`src/rtl/cla_pipe_addsub.sv`:
```
// Pipelined carry-lookahead adder/subtractor for the butterfly datapath.
//
// The carry chain is cut into NSEG registered segments of SEGW = WIDTH/NSEG bits.
// Each segment is a two-level lookahead adder. The first level forms the GRP-bit
// group generate/propagate. The second level forms the group carries.
// Operands for upper segments travel down a skew pipeline. Each pipeline stage
// shifts them right by SEGW, so the segment a stage needs always sits in bits
// [SEGW-1:0]. Finished low result bits ride along in the result register, which
// deskews them so that all WIDTH bits leave together. Latency is NSEG enabled
// cycles, and one operation is accepted per enabled cycle.
//
// Ports:
//   clk        rising-edge clock
//   rst        asynchronous active-high reset
//   en         pipeline enable; 0 freezes all state and outputs
//   in_valid   operands valid this cycle
//   sub        0: a+b+c_in, 1: a-b (a+~b+1, c_in ignored)
//   a_in, b_in operands
//   c_in       carry-in (add mode only)
//   sum        result modulo 2^WIDTH
//   c_out      carry out of MSB (sub mode: 1 = no borrow)
//   ovf        two's-complement overflow
//   out_valid  sum/c_out/ovf valid
module cla_pipe_addsub #(
  parameter int unsigned WIDTH = 32,
  parameter int unsigned GRP   = 4,
  parameter int unsigned NSEG  = 2
) (
  input  logic             clk,
  input  logic             rst,
  input  logic             en,
  input  logic             in_valid,
  input  logic             sub,
  input  logic [WIDTH-1:0] a_in,
  input  logic [WIDTH-1:0] b_in,
  input  logic             c_in,
  output logic [WIDTH-1:0] sum,
  output logic             c_out,
  output logic             ovf,
  output logic             out_valid
);

  localparam int unsigned SEGW = WIDTH / NSEG;
  localparam int unsigned NGRP = SEGW / GRP;

  if ((NSEG == 0) || (GRP == 0) || ((WIDTH % (NSEG * GRP)) != 0)) begin : g_param_err
    $error("cla_pipe_addsub: WIDTH must be a nonzero multiple of NSEG*GRP");
  end

  // Returns {carry_out, overflow, sum} for one segment.
  // Overflow is the carry into the segment MSB XOR the carry out of the segment.
  function automatic logic [SEGW+1:0] seg_add(input logic [SEGW-1:0] a,
                                              input logic [SEGW-1:0] b,
                                              input logic            cin);
    logic [SEGW-1:0] g, p, c;
    logic [NGRP-1:0] grp_g, grp_p;
    logic [NGRP:0]   grp_c;
    logic            t;
    g     = a & b;
    p     = a ^ b;
    c     = '0;
    grp_g = '0;
    grp_p = '0;
    grp_c = '0;
    // First level: group generate/propagate, written as flat product terms.
    for (int j = 0; j < NGRP; j++) begin
      grp_p[j] = &p[j*GRP +: GRP];
      for (int m = 0; m < GRP; m++) begin
        t = g[j*GRP+m];
        for (int l = m + 1; l < GRP; l++) t = t & p[j*GRP+l];
        grp_g[j] = grp_g[j] | t;
      end
    end
    // Second level: every group carry is a direct function of cin and the group G/P.
    for (int j = 0; j <= NGRP; j++) begin
      t = cin;
      for (int l = 0; l < j; l++) t = t & grp_p[l];
      grp_c[j] = t;
      for (int m = 0; m < j; m++) begin
        t = grp_g[m];
        for (int l = m + 1; l < j; l++) t = t & grp_p[l];
        grp_c[j] = grp_c[j] | t;
      end
    end
    // Bit carries inside a group depend only on that group's carry-in.
    for (int j = 0; j < NGRP; j++) begin
      for (int i = 0; i < GRP; i++) begin
        t = grp_c[j];
        for (int l = 0; l < i; l++) t = t & p[j*GRP+l];
        c[j*GRP+i] = t;
        for (int m = 0; m < i; m++) begin
          t = g[j*GRP+m];
          for (int l = m + 1; l < i; l++) t = t & p[j*GRP+l];
          c[j*GRP+i] = c[j*GRP+i] | t;
        end
      end
    end
    return {grp_c[NGRP], grp_c[NGRP] ^ c[SEGW-1], p ^ c};
  endfunction

  // Stage inputs: operands with this stage's segment in the LSBs.
  logic [WIDTH-1:0] op_a   [NSEG];
  logic [WIDTH-1:0] op_b   [NSEG];
  logic [WIDTH-1:0] res_in [NSEG];
  logic [NSEG-1:0]  cin_stage;
  logic [NSEG-1:0]  vld_in;

  // Next-state and registered state per stage.
  logic [WIDTH-1:0] res_d    [NSEG];
  logic [WIDTH-1:0] res_q    [NSEG];
  logic [WIDTH-1:0] skew_a_d [NSEG];
  logic [WIDTH-1:0] skew_a_q [NSEG];
  logic [WIDTH-1:0] skew_b_d [NSEG];
  logic [WIDTH-1:0] skew_b_q [NSEG];
  logic [NSEG-1:0]  cy_d, cy_q;
  logic [NSEG-1:0]  ovf_d, ovf_q;
  logic [NSEG-1:0]  vld_q;

  always_comb begin
    op_a[0]      = a_in;
    op_b[0]      = sub ? ~b_in : b_in;
    cin_stage    = '0;
    cin_stage[0] = sub | c_in;
    res_in[0]    = '0;
    vld_in       = '0;
    vld_in[0]    = in_valid;
    for (int k = 1; k < NSEG; k++) begin
      op_a[k]      = skew_a_q[k-1];
      op_b[k]      = skew_b_q[k-1];
      res_in[k]    = res_q[k-1];
      cin_stage[k] = cy_q[k-1];
      vld_in[k]    = vld_q[k-1];
    end
  end

  always_comb begin
    logic [SEGW+1:0] r;
    r     = '0;
    cy_d  = '0;
    ovf_d = '0;
    for (int k = 0; k < NSEG; k++) begin
      r           = seg_add(op_a[k][SEGW-1:0], op_b[k][SEGW-1:0], cin_stage[k]);
      res_d[k]    = res_in[k] | (WIDTH'(r[SEGW-1:0]) << (k * SEGW));
      cy_d[k]     = r[SEGW+1];
      ovf_d[k]    = r[SEGW];
      skew_a_d[k] = op_a[k] >> SEGW;
      skew_b_d[k] = op_b[k] >> SEGW;
    end
  end

  always_ff @(posedge clk or posedge rst) begin
    if (rst) begin
      for (int k = 0; k < NSEG; k++) begin
        res_q[k]    <= '0;
        skew_a_q[k] <= '0;
        skew_b_q[k] <= '0;
      end
      cy_q  <= '0;
      ovf_q <= '0;
      vld_q <= '0;
    end else if (en) begin
      for (int k = 0; k < NSEG; k++) begin
        res_q[k]    <= res_d[k];
        skew_a_q[k] <= skew_a_d[k];
        skew_b_q[k] <= skew_b_d[k];
      end
      cy_q  <= cy_d;
      ovf_q <= ovf_d;
      vld_q <= vld_in;
    end
  end

  assign sum       = res_q[NSEG-1];
  assign c_out     = cy_q[NSEG-1];
  assign ovf       = ovf_q[NSEG-1];
  assign out_valid = vld_q[NSEG-1];

endmodule

```
`config.mk`:
```
export PLATFORM = sky130hd
export DESIGN_NAME = cla_pipe_addsub
export DESIGN_NICKNAME = d
export VERILOG_FILES = /design/src/rtl/cla_pipe_addsub.sv
export SDC_FILE = /design/constraint.sdc
export NUM_CORES = 1
export LEC_CHECK = 0
export ABC_AREA = 1
export CAP_MARGIN = 20
export CELL_PAD_IN_SITES_DETAIL_PLACEMENT = 1
export CELL_PAD_IN_SITES_GLOBAL_PLACEMENT = 1
export CORE_ASPECT_RATIO = 1.25
export CORE_MARGIN = 5
export CORE_UTILIZATION = 30
export DETAILED_ROUTE_END_ITERATION = 8
export GPL_ROUTABILITY_DRIVEN = 0
export GPL_TIMING_DRIVEN = 0
export PLACE_DENSITY_LB_ADDON = 0.1
export SYNTH_ARGS = -nofsm -noshare
export SYNTH_HDL_FRONTEND = slang
export SYNTH_SLANG_ARGS = --single-unit
```
`constraint.sdc`:
```
create_clock -name clk -period 4.5 [get_ports clk]
set_input_delay 0.9 -clock clk [delete_from_list [all_inputs] [get_ports clk]]
set_output_delay 0.9 -clock clk [all_outputs]
set_load 0.01 [all_outputs]
```
==> flow_metrics.py, run 1 <==
metrics = {
    "status": {
        "status": "finished, final reports clean",
    },
    "routing": {
        "drc": 0,
        "drt_iter0_drc": 125,
        "viasPerCell": 4.51,
        "wire_per_inst_um": 15.0,
        "ant_nets": 0,
        "vias": 4052,
        "drt_first_pass_iters": 6,
        "wl_um": 13500,
    },
    "setup_path": {
        "cpMostUsedCell": "nand2_1",
        "start_kind": "primary input",
        "crit_slowest_cell": "buf_2",
        "slowest_delay_ns": 0.37,
        "reg2reg_slack_ns": 1.99,
        "crit_chain": "buf_6 -> buf_2 -> xnor2_1 -> inv_1 -> ha_1 -> nand2_1 -> nor2_1 -> nand2_1 -> inv_1 -> nand2_1 -> nand3_2 -> nor2_4 -> inv_2 -> ha_1 -> nand2_1 -> nand3_1 -> a21oi_1 -> xor2_1 -> o21ai_0",
        "reg2reg_to": "sum[31]",
        "critical_path_class": "primary input to flop",
        "crit_path_max_fanout": 10,
        "critPathArrivalTime_ns": 3.45,
        "crit_buf_inv": 5,
        "crit_family": "simple AND/OR/NAND/NOR gates",
        "cp.required_ns": 4.71,
        "r2r-start": "op_a[11]",
        "crit_path_end_kind": "flop",
        "r2r_cells": 13,
    },
    "yosys": {
        "synth_nets": 682,
        "ys_seq_area_frac": 0.434,
        "ys_warn_count": 0,
        "synth_edf_count": 0,
        "synth_ff_type": "dfrtp_1",
        "syn_inst": 564,
        "ys_ff_latch": 85,
        "synthSimpleGateAreaFrac": 0.215,
        "synthDistinctLibCells": 34,
        "synth_top_family_by_area": "simple AND/OR/NAND/NOR gates",
        "synthMuxAreaShare": 0,
        "synth_compound_area_frac": 0.0720,
        "synth-xor-area-share": 0.0966,
        "syn-cell-area_um2": 4900,
        "postSynthAreaPerCell_um2": 8.68,
        "synthArstFlopShare": 1.00,
        "synth_fa_ha_area_frac": 0.135,
    },
    "cts": {
        "clkSinkCount": 85,
        "ctsHoldBuffers": 0,
        "insertion_delay_ns": 0.34,
        "cts_tree": "built",
        "clockBufferDepth": 2,
        "clk_pin_slew_ns": 0.06,
        "cts-root-buf": "clkbuf_16",
        "post_cts_resize_count": 0,
        "cts_buffers": 9,
        "htree_levels": 3,
        "postCtsSetupBuffers": 0,
    },
    "cells_and_area": {
        "area_growth_pct": 32.4,
        "drive_gt1_frac": 0.0645,
        "seq_area_um2": 2130,
        "fin_cells": 898,
        "nNetsFinal": 796,
        "final_common_cell": "nand2_1",
        "diodes": 0,
        "layout_common_cells": "207 x nand2_1, 102 x clkdlybuf4s50_1, 85 x dfrtp_1",
        "fillers": 1951,
        "multi_input_area_um2": 2540,
    },
    "sta": {
        "setup_ws_ns": 1.26,
        "finalCritPeriodShare": 0.721,
        "drv_slew": 0,
        "grt_setup_unrepaired": "false",
        "finalSetupViolations": 0,
        "relSlewSlack": 0.546,
        "hold_violations": 0,
        "layout_min_cycle_time_ns": 3.24,
        "max_freq_ghz": 0.308,
        "fin_skew_ns": 0.00541,
        "tightest_slew_ns": 0.682,
    },
    "grt": {
        "antenna_found_initial": 1,
        "grt_overflow_total": 0,
        "grt_pass1_wl_um": 23200,
        "grt_use_total": 0.150,
        "grt_pass1_vias": 4713,
        "grt_max_degree": 46,
    },
    "hold_path": {
        "hp-class": "flop to flop",
        "min_from": "vld_q[1]",
        "whs_path_depth": 2,
        "whs_endpoint": "vld_q[1]",
    },
    "pwr": {
        "power_density_nw_per_um2": 386,
        "p_leak_nw": 3.09,
        "ir_worst_vdd_v": 0.000185,
    },
    "die": {
        "start_util": 0.304,
        "die_height_um": 153,
        "fp.dieW_um": 124,
        "ios": 105,
        "row_count": 52,
        "coreArea_um2": 16100,
        "die_area_um2": 19000,
    },
    "job": {
        "maxCapViolations": 0,
    },
    "placement": {
        "pre_cts_ws_ns": 0.819,
        "hpwlAfterDp_um": 10800,
        "io_buffers": 102,
        "place_inst": 883,
    },
}
==> report_power, final <==
group | switching (mW) | internal (mW)
clock network | 0.304 | 0.369
logic | 0.402 | 0.408
registers | 0.0989 | 0.919
total | 0.805 | 1.70
==> per-stage QoR <==
step	total power, mW	hold slack (ns)	utilization	setup TNS, ns	instance area [um2]
3_5_place_dp	1.86	0.460	0.385	0	6220
2_1_floorplan	1.47	0.442	-	0	4900
5_1_grt	2.70	0.491	0.402	0	6480
6_report	2.50	0.473	0.402	0	6480
3_3_place_gp	1.83	0.453	0.384	-4.75	6190
4_1_cts	2.55	0.475	0.402	0	6480
==> final cells by class <==
class,count,share of cell area
repair buffers,103,0.162
multi-input cells,422,0.391
plain buffers,22,0.0156
inverters,35,0.0206
well taps,216,0.0417
clock inverters,6,0.00637
clock buffers,9,0.0347
flip-flops and latches,85,0.328
==> kinds of logic (layout without fill, tap and decap cells) <==
| logic type | count (synthesis) | in the layout |
|---|---|---|
| buffers and inverters | 57 | 175 |
| flip-flops | 85 | 85 |
| XOR/XNOR | 54 | 54 |
| adder cells (fa/ha/maj) | 48 | 48 |
| AND/OR/NAND/NOR | 254 | 254 |
| AO/OA/AOI/OAI | 66 | 66 |
==> state kept, by name, indices dropped and copies added (netlist names) <==
signal	flops
op_a	16
res_in	16
cy_q	2
op_b	16
vld_q	2
ovf_q	1
sum	32
==> how the worst max path moves through the flow <==
| stage | from | endpoint | slack (ns) | cells past startpoint |
|---|---|---|---|---|
| CTS | b_in[1] | res_in[15] | 1.19 | 17 |
| finish | sub | res_in[15] | 1.26 | 19 |
| floorplan | sub | res_in[15] | 1.36 | 19 |
| global route | sub | res_in[15] | 0.97 | 19 |
| detailed placement | b_in[1] | res_in[15] | 0.82 | 17 |
| global placement | rst | sum[11] | -0.06 | 2 |
==> cells in the mapped netlist, types with 9 or more instances <==
cell type,count,share of area
xor2_1,24,0.043
a21oi_1,13,0.013
buf_2,9,0.0092
nor2_1,13,0.010
nand2_1,207,0.16
nand3_1,16,0.016
inv_1,30,0.023
clkbuf_1,12,0.0092
xnor2_1,30,0.054
ha_1,40,0.10
dfrtp_1,85,0.43
o21ai_0,42,0.043
==> per-layer routing <==
layer,part of all wire,up-vias,GRT usage
met5,0.00097,-,0
li1,-,2021,-
met2,0.54,65,0.279
met3,0.031,14,0.0230
met4,0.014,2,0.0548
met1,0.41,1950,0.173
==> worst register-to-register path, cell delays in order, from the launching register on <==
cell	delay (ns)
dfrtp_1	0.38
ha_1	0.34
a21oi_1	0.23
nand2_1	0.13
nor2_1	0.11
nand3_1	0.14
and2_1	0.20
ha_1	0.20
nand2_1	0.07
a21oi_1	0.09
nor2_1	0.21
inv_1	0.09
o21ai_1	0.13
o21ai_1	0.07
No activity file was read; power rests on OpenSTA's default activity.
==> run 2: changes to the inputs <==
==> constraint.sdc (replaced) <==
create_clock -name clk -period 3.4 [get_ports clk]
set_input_delay 0.68 -clock clk [delete_from_list [all_inputs] [get_ports clk]]
set_output_delay 0.68 -clock clk [all_outputs]
set_load 0.01 [all_outputs]
==> results of run 2 <==
Same layout as run 1 (identical final DEF). Status: finished, final reports clean.
Main changes from that run: setup slack after placement 0.819 ns -> -0.0608 ns; setup slack after layout 1.26 ns -> 0.377 ns; register-to-register setup slack 1.99 ns -> 0.89 ns; total power 2.50 mW -> 3.31 mW; worst IR drop on VDD 0.000185 V -> 0.000245 V
